$ cat config.mk
export PLATFORM = sky130hd
export DESIGN_NAME = button_cmd_ctrl_flat
export DESIGN_NICKNAME = d
export VERILOG_FILES = /design/src/rtl/button_cmd_ctrl_if.sv /design/src/rtl/button_cmd_ctrl.sv /design/src/flat_wrapper.sv
export SDC_FILE = /design/constraint.sdc
export NUM_CORES = 1
export LEC_CHECK = 0
export CORE_MARGIN = 2
export CORE_UTILIZATION = 58
export DETAILED_ROUTE_END_ITERATION = 10
export PLACE_DENSITY = 0.79
export SYNTH_ARGS = -nofsm -noshare
export SYNTH_HDL_FRONTEND = slang
export SYNTH_SLANG_ARGS = --single-unit
$ cat constraint.sdc
create_clock -name clk -period 2.5 [get_ports clk]
set_clock_uncertainty 0.05 [all_clocks]
set_input_delay 0.375 -clock clk [delete_from_list [all_inputs] [get_ports clk]]
set_output_delay 0.375 -clock clk [all_outputs]
set_load 0.03 [all_outputs]
$ cat src/rtl/button_cmd_ctrl_if.sv
// Button/command bundle between the front-panel debouncers, the arbiter
// and the mode/edit state machine.
interface button_cmd_ctrl_if #(
    parameter int N_BTN = 5,
    parameter int IDW   = $clog2(N_BTN)
);
    logic [N_BTN-1:0] btn_level;
    logic             en;
    logic             cmd_valid;
    logic [IDW-1:0]   cmd_id;
    logic             cmd_repeat;
    logic             busy;

    modport master (
        output btn_level, en,
        input  cmd_valid, cmd_id, cmd_repeat, busy
    );

    modport slave (
        input  btn_level, en,
        output cmd_valid, cmd_id, cmd_repeat, busy
    );
endinterface

$ cat src/rtl/button_cmd_ctrl.sv
// Single-owner button arbiter: turns debounced levels into one-cycle command
// pulses with hold-delay auto-repeat; a new press needs a full release first.
module button_cmd_ctrl #(
    parameter int N_BTN      = 5,
    parameter int HOLD_CYC   = 100_000_000,
    parameter int REPEAT_CYC = 20_000_000,
    parameter int IDW        = $clog2(N_BTN)
) (
    input logic              clk,
    input logic              reset,
    button_cmd_ctrl_if.slave bus
);
    localparam int MAX_CYC = (HOLD_CYC > REPEAT_CYC) ? HOLD_CYC : REPEAT_CYC;
    localparam int CW      = $clog2(MAX_CYC);
    localparam logic [CW-1:0] HOLD_TC   = CW'(HOLD_CYC - 1);
    localparam logic [CW-1:0] REPEAT_TC = CW'(REPEAT_CYC - 1);

    typedef enum logic [1:0] {IDLE, HOLD, REPEAT, WAIT_ALL} state_e;

    state_e         state_q, state_d;
    logic [CW-1:0]  cnt_q, cnt_d;
    logic [IDW-1:0] id_q, id_d;
    logic           valid_q, valid_d;
    logic           rep_q, rep_d;

    logic           any_btn;
    logic           owner_lvl;
    logic           keep_owner;
    logic           at_tc;
    logic           grant;
    logic           found;
    logic [IDW-1:0] low_idx;

    always_comb begin
        low_idx = '0;
        found   = 1'b0;
        for (int unsigned i = 0; i < N_BTN; i++) begin
            if (!found && bus.btn_level[i]) begin
                low_idx = IDW'(i);
                found   = 1'b1;
            end
        end
    end

    assign any_btn    = |bus.btn_level;
    assign owner_lvl  = bus.btn_level[id_q];
    assign keep_owner = owner_lvl && bus.en;
    assign grant      = bus.en && any_btn;
    assign at_tc      = (state_q == HOLD) ? (cnt_q == HOLD_TC) : (cnt_q == REPEAT_TC);

    always_ff @(posedge clk) begin
        if (reset) begin
            state_q <= WAIT_ALL;
            cnt_q   <= '0;
            id_q    <= '0;
            valid_q <= 1'b0;
            rep_q   <= 1'b0;
        end else begin
            state_q <= state_d;
            cnt_q   <= cnt_d;
            id_q    <= id_d;
            valid_q <= valid_d;
            rep_q   <= rep_d;
        end
    end

    always_comb begin
        state_d = state_q;
        case (state_q)
            IDLE:        if (grant) state_d = HOLD;
            HOLD,
            REPEAT: begin
                // Release or disable wins over a coincident terminal count.
                if (!keep_owner) state_d = WAIT_ALL;
                else if (at_tc)  state_d = REPEAT;
            end
            WAIT_ALL:    if (!any_btn) state_d = IDLE;
            default:     state_d = WAIT_ALL;
        endcase
    end

    always_comb begin
        cnt_d   = cnt_q;
        id_d    = id_q;
        valid_d = 1'b0;
        rep_d   = 1'b0;
        case (state_q)
            IDLE: begin
                if (grant) begin
                    id_d    = low_idx;
                    cnt_d   = '0;
                    valid_d = 1'b1;
                end
            end
            HOLD,
            REPEAT: begin
                if (keep_owner) begin
                    if (at_tc) begin
                        cnt_d   = '0;
                        valid_d = 1'b1;
                        rep_d   = 1'b1;
                    end else begin
                        cnt_d = cnt_q + 1'b1;
                    end
                end
            end
            default: ;
        endcase
    end

    assign bus.cmd_valid  = valid_q;
    assign bus.cmd_repeat = rep_q;
    assign bus.cmd_id     = id_q;
    assign bus.busy       = (state_q != IDLE);
endmodule

$ cat src/flat_wrapper.sv
// flat-port wrapper written by rule: the top's interface ports become plain ports
module button_cmd_ctrl_flat 
#(
    parameter int N_BTN      = 5,
    parameter int HOLD_CYC   = 100_000_000,
    parameter int REPEAT_CYC = 20_000_000,
    parameter int IDW        = $clog2(N_BTN)
)
  (clk, reset, bus_btn_level, bus_en, bus_cmd_valid, bus_cmd_id, bus_cmd_repeat, bus_busy);
  button_cmd_ctrl_if #(.N_BTN(N_BTN), .IDW(IDW)) bus_i ();
  input logic clk;
  input logic reset;
  input wire logic [$bits(bus_i.btn_level)-1:0] bus_btn_level;
  input wire logic [$bits(bus_i.en)-1:0] bus_en;
  output wire logic [$bits(bus_i.cmd_valid)-1:0] bus_cmd_valid;
  output wire logic [$bits(bus_i.cmd_id)-1:0] bus_cmd_id;
  output wire logic [$bits(bus_i.cmd_repeat)-1:0] bus_cmd_repeat;
  output wire logic [$bits(bus_i.busy)-1:0] bus_busy;
  assign bus_i.btn_level = bus_btn_level;
  assign bus_i.en = bus_en;
  assign bus_cmd_valid = bus_i.cmd_valid;
  assign bus_cmd_id = bus_i.cmd_id;
  assign bus_cmd_repeat = bus_i.cmd_repeat;
  assign bus_busy = bus_i.busy;
  button_cmd_ctrl #(.N_BTN(N_BTN), .HOLD_CYC(HOLD_CYC), .REPEAT_CYC(REPEAT_CYC), .IDW(IDW)) u_core (.clk(clk), .reset(reset), .bus(bus_i));
endmodule
* Word level (Yosys, flattened, before mapping)
Cells that the tools add are included.
Operators by class: muxes and demuxes 24, reduce and logical (&&, ||, !) cells 19, equal/unequal tests 9, bitwise operators 1, order comparisons 1, add/sub/neg operators 1
Operators with widths (number):
- two-way mux 27 bit | 3
- case mux 27 bit (2 select lines) | 1
- adder 27 x 1 -> 27 bit, second input constant | 1
- == test 27 x 25 -> 1 bit, second input constant | 1
- == test 27 bit, second input constant | 1
- two-way mux 2 bit | 6
- two-way mux 1 bit | 10
- logical AND 1 bit | 6
- case mux 2 bit (3 select lines) | 1
- AND reduction 3 bit | 2
- OR reduction 5 bit | 1
- == test 2 bit, second input constant | 2
- logical NOT 1 bit | 4
- less-than comparator 3 x 4 -> 1 bit, second input constant | 1
- inequality test 2 x 1 -> 1 bit, second input constant | 2
- nonzero test 2 bit | 2
- OR reduction 2 bit | 2
- binary-select mux 1 bit (select 3 bit) | 1
- two-way mux 3 bit | 1
- inequality test 3 bit, second input constant | 1
- == test 2 x 1 -> 1 bit, second input constant | 1
- logical NOT 2 bit | 1
- inequality test 2 bit, second input constant | 1
- case mux 1 bit (2 select lines) | 1
- 2 further kinds | 2
Storage, ports and cells: output and inout bits 6, bits of input ports 8, bits in registers 34, word-level logic and storage cells 60

* Depth between registers and ports, before layout
Gate-level depths: netlist of run 1.
word-level depth 13, depth in mapped cells 9

* Worst setup path after synthesis of run 1
No wires, ideal clock.
path type flip-flop to flip-flop, from register u_core.state_q[0], to register u_core.cnt_q[13], path slack 0.203 ns, arrival time 2.167 ns, library setup time 0.080 ns, stages on the path, launching flop included 9, required time 2.370 ns, cell sequence dfxtp_1 -> inv_1 -> ha_1 -> nor3b_1 -> a32oi_2 -> nand3_2 -> buf_6 -> or4_1 -> a211oi_2
Between the ends: word-level cells in the longest chain between the ends 5, elaborated cells between the ends (all ways) 12
Ends and longest elaborated chain:
- from (decl) | line button_cmd_ctrl.sv:20 | state_e state_q, state_d;
- from (signal assigned) | line button_cmd_ctrl.sv:59 | state_q <= state_d;
- == test 2 x 1 -> 1 bit | line button_cmd_ctrl.sv:49, button_cmd_ctrl.sv:87
- two-way mux 1 bit | line button_cmd_ctrl.sv:49 | assign at_tc = (state_q == HOLD) ? (cnt_q == HOLD_TC) : (cnt_q == REPEAT_TC);
- two-way mux 27 bit | line button_cmd_ctrl.sv:98 | if (at_tc) begin
- two-way mux 27 bit | line button_cmd_ctrl.sv:97 | if (keep_owner) begin
- case mux 27 bit (2 select lines) | line button_cmd_ctrl.sv:87 | case (state_q)
- to (signal assigned) | line button_cmd_ctrl.sv:60 | cnt_q <= cnt_d;
- to (decl) | line button_cmd_ctrl.sv:21 | logic [CW-1:0] cnt_q, cnt_d;
Parallel ways exist; a longest one is shown, timed or not. The select of a mux whose other input is x is not followed. A chain may end at the register's enable or synchronous reset.

* Worst setup path after layout of run 1
from register u_core.state_q[1], to register u_core.cnt_q[26]
Same word-level chain as after synthesis.

==> results.yml, run 1 <==
clocking:
  clock_sinks: 34
  cts_setup_buffers: 0
  clk_latency_ns: 0.36
  cts_buffers: 5
  h-tree-depth: 2
  cts_hold_buffers: 0
  ctsLongestPathBuffers: 2
  cts_tree: "done"
  post_cts_resized: 0
  path_clk_slew_ns: 0.13
  root_buffer: "clkbuf_4"
floorplanning:
  core_um2: 3360
  fp.dieW_um: 63.2
  io_pins: 14
  start_util: 0.605
  die-height_um: 63.2
  rows: 21
  die_area_um2: 4000
worst_setup_path:
  reg2reg_depth: 8
  start_kind: "flop"
  endpoint_kind: "flop"
  crit_required_ns: 2.69
  r2r_end: "u_core.cnt_q[26]"
  r2r-start: "u_core.state_q[1]"
  cp_max_fo: 20
  critPathKind: "reg2reg"
  worstPathArrival_ns: 2.51
  regToRegSetupSlack_ns: 0.18
route:
  remaining_drc_errors: 0
  dr.max_layer_used: "met4"
  postRouteAntennaNets: 0
  m1WireLength_um: 2250
  routed-wl-met2_um: 2430
  viasPerCell: 6.53
  drtIter0Drc: 157
  dr_wl_met3_um: 184
  wl_per_cell_um: 15.7
  firstDrtPassIters: 4
  drt-total-wl_um: 4910
  num_vias: 2045
power:
  power.density_nw_per_um2: 693
  peakVddDrop_mv: 0.702
  power.leakage_nw: 0.804
min_path:
  min_path_cells: 2
  hold_path_end: "u_core.cnt_q[6]"
  min_path_type: "reg2reg"
  hp-start: "u_core.cnt_q[6]"
yosys:
  synth-seq-cells: 34
  ys_types: 48
  syn_area_per_cell_um2: 8.48
  ys_seq_area_frac: 0.335
  ys_warn_count: 0
  syn-cell-area_um2: 2030
  syn_nets: 252
  synth_ff_type: "dfxtp_1"
  synth_edf_count: 0
  async_flop_share: 0
  synth_cells: 240
layout:
  area_growth_syn_to_layout_pct: 19.7
  nFillCells: 276
  drive_above_1_share: 0.150
  nets: 278
  final_area_um2: 2430
  multiInputGateArea_um2: 1260
  diodes: 0
  regArea_um2: 682
  layout.cells.non_filler: 313
timing:
  tns_ns: 0
  finalSetupViolations: 0
  tightest_slew_ns: 0.558
  fin_crit_ns: 2.32
  maxSlewHeadroom: 0.627
  fin_crit_sh: 0.927
  max_freq_ghz: 0.432
  drv_slew: 0
  fin_ws_ns: 0.184
  hold_viol: 0
  rsz0062_at_grt: "false"
grt:
  grt-ovfl-total: 0
  antenna_found_initial: 0
  grt_pass1_vias: 1821
  grt_first_pass_wirelength_um: 8430
  grt_max_degree: 33
  track_usage: 0.262
place:
  place_congestion: 0.835
  place_area_um2: 2320
  portBuffers: 13
  dp.cells: 305
  dp_hpwl_um: 3540
  dpl_worst_slack_ns: -0.00587
outcome:
  status: "complete, no violations"
flow_run:
  drv_cap: 0
where the power goes:
group	internal [mW]	leakage, nW	switching [mW]
combinational	0.246	0.475	0.336
sequential	0.561	0.274	0.0174
clock	0.313	0.0554	0.213
total	1.12	0.804	0.567
cells by family after synthesis:
family,count (synthesis),share of synthesized area
AND/OR/NAND/NOR,107,0.312
AO/OA/AOI/OAI,65,0.247
flip-flops,34,0.335
buffers and inverters,23,0.0486
multiplexers,4,0.0197
adder cells (fa/ha/maj),4,0.0246
XOR/XNOR,3,0.0129
per-layer routing:
layer,up-vias,global-route usage
met5,-,0
met4,0,0.0951
met3,6,0.0500
met2,42,0.428
met1,1011,0.345
li1,986,-
critical path: stages, from the launching register on:
cell	delay (ns)
dfxtp_1	0.38
inv_1	0.07
ha_1	0.22
nor4_1	0.22
nand4_1	0.15
a2111oi_2	0.61
o21ba_2	0.25
buf_12	0.17
a211oi_1	0.06
Yosys cell counts, types with 3 or more instances:
library cell	count	area, um^2
dfxtp_1	34	681
nand2_1	20	75.1
or3_1	7	43.8
ha_1	4	50.1
inv_1	11	41.3
nor4_1	4	25.0
or4_1	11	82.6
o31ai_1	14	105
buf_2	4	20.0
and2_1	3	18.8
a211oi_1	20	150
nand3_1	13	65.1
clkbuf_1	6	22.5
nor2_1	9	33.8
a21oi_1	4	20.0
xor2_1	3	26.3
a211oi_2	3	37.5
and3_1	9	56.3
nand4_1	7	43.8
nor3_1	5	25.0
mux2i_1	4	40.0
o21ai_0	10	50.1
per-stage QoR:
stage	utilization	hold WS, ns	total power, mW
global placement	0.691	0.442	1.15
finish	0.724	0.468	1.69
floorplan	-	0.417	0.946
detailed placement	0.691	0.447	1.16
CTS	0.723	0.463	1.68
global route	0.724	0.500	1.75
worst max path at each step:
stage	start	to	slack, ns	depth (start not counted)
after floorplan	u_core.state_q[0]	u_core.cnt_q[13]	0.20	8
after CTS	u_core.state_q[0]	u_core.cnt_q[24]	0.12	8
after global placement	bus_en	u_core.cnt_q[13]	0.05	7
final	u_core.state_q[1]	u_core.cnt_q[26]	0.18	8
after global routing	u_core.state_q[1]	u_core.cnt_q[24]	0.03	8
after detailed placement	bus_btn_level[1]	u_core.cnt_q[14]	-0.006	7
state kept, by name (all words and copies together), names as in the netlist:
register	cells
u_core.bus.cmd_repeat	1
u_core.bus.cmd_id	3
u_core.bus.cmd_valid	1
u_core.state_q	2
u_core.cnt_q	27
layout by cell type (no fill, tap or decap), types with 4 or more instances in the layout:
master / instances
clkbuf_4: 5
o21ai_0: 10
buf_4: 16
or3_1: 7
a21oi_1: 4
nand4_1: 7
nor4_1: 4
inv_1: 11
or4_1: 11
nor2_1: 9
nor3_1: 5
dfxtp_1: 33
o31ai_1: 14
a211oi_1: 20
mux2i_1: 4
and3_1: 9
nand3_1: 13
clkdlybuf4s50_1: 13
nand2_1: 20
cell type report:
class                           count  area share
Clock inverter                      3      0.0283
Multi-Input combinational cell    183       0.516
Sequential cell                    34       0.280
Timing Repair Buffer               31       0.119
Clock buffer                        5      0.0154
Inverter                           11      0.0170
Tap cell                           46      0.0236
Note: power is estimated with default switching activity, not from simulation.
==> run 2: changes to the inputs <==
--- a/config.mk
+++ b/config.mk
@@ -6,9 +6,10 @@
 export NUM_CORES = 1
 export LEC_CHECK = 0
 export CORE_MARGIN = 2
-export CORE_UTILIZATION = 58
+export CORE_UTILIZATION = 60
 export DETAILED_ROUTE_END_ITERATION = 10
-export PLACE_DENSITY = 0.79
+export DONT_BUFFER_PORTS = 1
+export PLACE_DENSITY = 0.76
 export SYNTH_ARGS = -nofsm -noshare
 export SYNTH_HDL_FRONTEND = slang
 export SYNTH_SLANG_ARGS = --single-unit
==> run 2 against run 1 <==
Critical endpoint is now u_core.cnt_q[14]. Maximum frequency down 3.4%. Non-clock buffer count down 18. Clock power down 23%. Largest cell class unchanged. Sequential power about the same. First-iteration DRC count up 10%. Critical path type unchanged. Largest power group is now registers.
==> results.yml, run 2 (same netlist as run 1, synthesis figures left out) <==
timing:
  maxSlewHeadroom: 0.710
  tightest_slew_ns: 0.423
  hold_viol: 0
  drv_slew: 0
  fin_crit_ns: 2.40
  finalSetupViolations: 0
  max_freq_ghz: 0.417
  tns_ns: 0
  fin_crit_sh: 0.959
place:
  place_congestion: 0.867
  portBuffers: 0
  dp_hpwl_um: 3460
clocking:
  cts_tree: "done"
  cts_hold_buffers: 0
  path_clk_slew_ns: 0.11
  cts_buffers: 5
  clock_sinks: 34
  ctsLongestPathBuffers: 2
  clk_latency_ns: 0.35
  root_buffer: "clkbuf_4"
  h-tree-depth: 2
layout:
  multiInputGateArea_um2: 1280
  layout_common_cells: "dfxtp_1 (34), nand2_1 (20), a211oi_1 (18)"
  diodes: 0
  nets: 260
  nFillCells: 269
  area_growth_syn_to_layout_pct: 10.5
  regArea_um2: 681
  top_register: "u_core.cnt_q"
  drive_above_1_share: 0.141
  final_common_cell: "dfxtp_1"
  largest_reg_flops: 27
route:
  wl_per_cell_um: 17.0
  drtIter0Drc: 173
  postRouteAntennaNets: 0
  drt-total-wl_um: 5000
  viasPerCell: 6.81
  remaining_drc_errors: 0
  firstDrtPassIters: 4
  num_vias: 2008
worst_setup_path:
  start_kind: "flop"
  critPathMaxStageDelay_ns: 0.54
  critPathTopFamily: "simple AND/OR/NAND/NOR gates"
  cp_cell_sequence: "inv_1 > ha_2 > nor3b_1 > a32oi_2 > nand3_2 > buf_4 > or4_1 > a211oi_2"
  worstSetupStartpoint: "u_core.state_q[0]"
  cpMaxStageDelayCell: "or4_1"
  cp_max_fo: 21
  path_depth: 8
  r2r-start: "u_core.state_q[0]"
  reg2reg_depth: 8
  endpoint_kind: "flop"
  critPathKind: "reg2reg"
  path_buf_inv: 2
  worstPathArrival_ns: 2.63
  crit_required_ns: 2.74
grt:
  grt_first_pass_wirelength_um: 8670
  grt_use_met1: 0.342
  grt_use_met2: 0.454
  grt_pass1_vias: 1854
  global_route.usage.met3: 0.0688
  grt_max_degree: 34
  grt-ovfl-total: 0
  antenna_found_initial: 0
  track_usage: 0.277
  grt.busiest_layer: "met2"
floorplanning:
  fp.dieW_um: 62.2
  die-height_um: 62.2
  rows: 21
  die_area_um2: 3870
  core_um2: 3280
  start_util: 0.619
  io_pins: 14
power:
  peakVddDrop_mv: 0.466
  power.leakage_nw: 0.708
  total_power_mw: 1.51
  power.density_nw_per_um2: 674
min_path:
  min_path_type: "in2reg"
  min_path_cells: 1
  hp-start: "reset"
flow_run:
  drv_cap: 0
outcome:
  status: "complete, no violations"
-- run 2: changes by cell type in the layout (fill, tap and decap cells not counted), moves of 2 or more --
cell	change
clkdlybuf4s50_1	-13
clkbuf_1	+2
a211oi_1	-2
buf_4	-4
a211oi_2	+2
-- run 2: worst paths after layout --
kind	to	slack, ns
worst max register to register	u_core.cnt_q[14]	0.10
worst min-delay path	u_core.bus.cmd_valid	0.03
worst min register to register	u_core.cnt_q[6]	0.46
worst max-delay path	u_core.cnt_q[14]	0.10
-- run 2: layout make-up --
| cell class | instances | area share |
|---|---|---|
| clock buffers | 7 | 0.0200 |
| clock inverters | 1 | 0.0134 |
| inverters | 11 | 0.0184 |
| multi-input cells | 183 | 0.571 |
| flip-flops and latches | 34 | 0.303 |
| well taps | 46 | 0.0256 |
| repair buffers | 13 | 0.0490 |
-- run 2: metrics by stage --
stage          hold slack [ns]  setup WS [ns]  cells   util  area, um^2
2_1_floorplan            0.417          0.203    240      -        2030
3_3_place_gp             0.402          0.213    286  0.651        2140
3_5_place_dp             0.404          0.124    286  0.651        2140
4_1_cts                 0.0243         0.0810    294  0.674        2210
5_1_grt                 0.0184        -0.0189    295  0.684        2250
6_report                0.0346          0.102    295  0.684        2250
-- run 2: worst register-to-register path: stages, from the launching register on --
cell and delay, ns:
dfxtp_1 0.41, inv_1 0.07, ha_2 0.29, nor3b_1 0.18
a32oi_2 0.26, nand3_2 0.11, buf_4 0.22, or4_1 0.54
a211oi_2 0.22
-- run 2: metal layers --
metal	routed length, um	up-vias
met4	122	0
met3	257	15
met5	0	-
met2	2460	66
met1	2170	973
li1	-	954
-- run 2: power breakdown --
part,internal (mW),switching (mW)
combinational,0.199,0.329
clock,0.212,0.195
sequential,0.560,0.0184
-- run 2: timing repair --
item / CTS / global route
resized for setup: 0 / 5
setup buffers: 0 / 1
endpoints found under the setup margin: 0 / 7
==> edit: new RTL, flow settings as in run 2 <==
Encoding of `state_e`: now one-hot (4 bits for 4 states).
--- a/src/rtl/button_cmd_ctrl.sv
+++ b/src/rtl/button_cmd_ctrl.sv
@@ -16,5 +16,5 @@
     localparam logic [CW-1:0] REPEAT_TC = CW'(REPEAT_CYC - 1);
 
-    typedef enum logic [1:0] {IDLE, HOLD, REPEAT, WAIT_ALL} state_e;
+    typedef enum logic [3:0] {IDLE = 4'b0001, HOLD = 4'b0010, REPEAT = 4'b0100, WAIT_ALL = 4'b1000} state_e;
 
     state_e         state_q, state_d;
Formal check against the unedited RTL: same outputs for any inputs over 10 cycles, from zero or initial values and one cycle with reset high; not proved beyond that.
==> edit against run 2 <==
  * Setup slack better by 0.13 ns
  * Routed wire length down 13%
  * Final area is 0.84% lower
  * Hold slack improved by 0.0087 ns
  * Area after synthesis rose by 2.6%
  * Sequential cell count is 2 higher
  * Count of clock-buffer cells in the layout rose by 1
Power is not compared: it rests on default switching activity, and its combinational part moved more than twofold at a synthesized area within 25%.
==> edit: results (changes against run 2) <==
synth cell count leaders dfxtp_1, nor2_1, xnor2_1; Critical Path Source u_core.cnt_q[7]; GP Congestion 0.7886 (-9.1%); vias in the first global route 1544 (-17%); DP Worst Slack 0.2257 ns (+0.1015 ns); wire length per cell 15.22 µm (-10%); maximum vdd drop ~0.00024 V; worst-skew pair later-pin latency 0.33 ns (-0.02 ns); Synth Flop Type dfxtp_1; routing usage on met2 36.57% (-8.8 points); max reg flops 27 (unchanged); hpwl dp 3060 µm (-12%); area post-placement 2170 µm² (+1.5%); syn nets 241 (-4.4%); status complete, no violations; worst hold path type primary input to flop; Synth cell types 51 (+6.3%); drt first-iter violations 126 (-27%); I/O Buffers 0 (unchanged); Biggest register u_core.cnt_q; largest net degree at the start of global routing 30 (-12%); register area share after synthesis 34.53% (+1.1 points); layout cell share with drive strength beyond 1 15.00% (+0.94 points); GRT met1 Usage 30.25% (-4.0 points); Area contributors post-synth dfxtp_1, xnor2_1, nor2_1; max_slew headroom 58.89% (-12 points); Final #Nets 248 (-4.6%); CTS Root Buffer Type clkbuf_4; critical path fanouts, max 17 (-19%); M3 GR Usage 5.586% (-1.3 points); first-pass GRT wire length 7217 µm (-17%); DR vias 1698 (-15%); Critical Path AT 2.45 ns (-0.18 ns); GRT Util Overall 22.93% (-4.7 points)
edit: cell count changes after synthesis, moves of 4 or more:
| cell | run 2 | this run |
|---|---|---|
| a2111oi_2 | 1 | 7 |
| a211oi_1 | 20 | 4 |
| a21oi_1 | 4 | 18 |
| and3_1 | 9 | 2 |
| buf_6 | 1 | 5 |
| nand2_1 | 20 | 15 |
| nand3_1 | 13 | 8 |
| nor2_1 | 9 | 32 |
| o21ai_0 | 10 | 4 |
| o31ai_1 | 14 | 1 |
| or3_1 | 7 | 2 |
| or4_1 | 11 | 2 |
| xnor2_1 | 0 | 21 |
edit: cell type report:
type                       count  area, µm²
sequential                    36      720.7
inverter                      13      48.80
multi-input combinational    172       1235
tap                           46      57.56
fill                         290       1109
clock buffer                   8      58.81
timing repair buffer          11      107.6
edit: path summary, 6_finish.rpt:
path                  endpoint  slack [ns]  cells after the start
max            u_core.cnt_q[7]        0.23                      6
max reg2reg    u_core.cnt_q[7]        0.23                      6
min reg2reg   u_core.cnt_q[13]        0.48                      2
min          u_core.state_q[1]        0.04                      1
edit: per-stage QoR:
step | hold slack (ns) | std cells
4_1_cts | 0.03487 | 286
6_report | 0.04336 | 286
3_3_place_gp | 0.3995 | 278
2_1_floorplan | 0.4278 | 232
5_1_grt | 0.03579 | 286
3_5_place_dp | 0.4016 | 278
edit: critical path: stages, from the launching register on:
cell and delay, ns:
dfxtp_1 0.44, nand4bb_1 0.13, nor4_1 0.54, o2111ai_4 0.33, o21ai_4 0.33, buf_4 0.28, nor2_1 0.07
edit: cells by family after synthesis:
kind of cell	count (synthesis)	synth area share (%)
adder cells (fa/ha/maj)	1	0.5994
flip-flops	36	34.53
AND/OR/NAND/NOR	97	27.04
XOR/XNOR	21	8.813
multiplexers	1	0.4796
AO/OA/AOI/OAI	52	22.24
buffers and inverters	24	6.295
edit: power by group:
| part | internal (mW) | switching, mW | total, mW |
|---|---|---|---|
| clock | 0.139 | 0.184 | 0.323 |
| combinational | 0.00774 | 0.0123 | 0.0200 |
| sequential | 0.573 | 0.000533 | 0.574 |
edit: metal layers:
metal / up-vias / part of all wire, %
met5: - / 0
li1: 858 / -
met1: 790 / 47
met2: 42 / 47
met4: 0 / 1.4
met3: 8 / 4.3
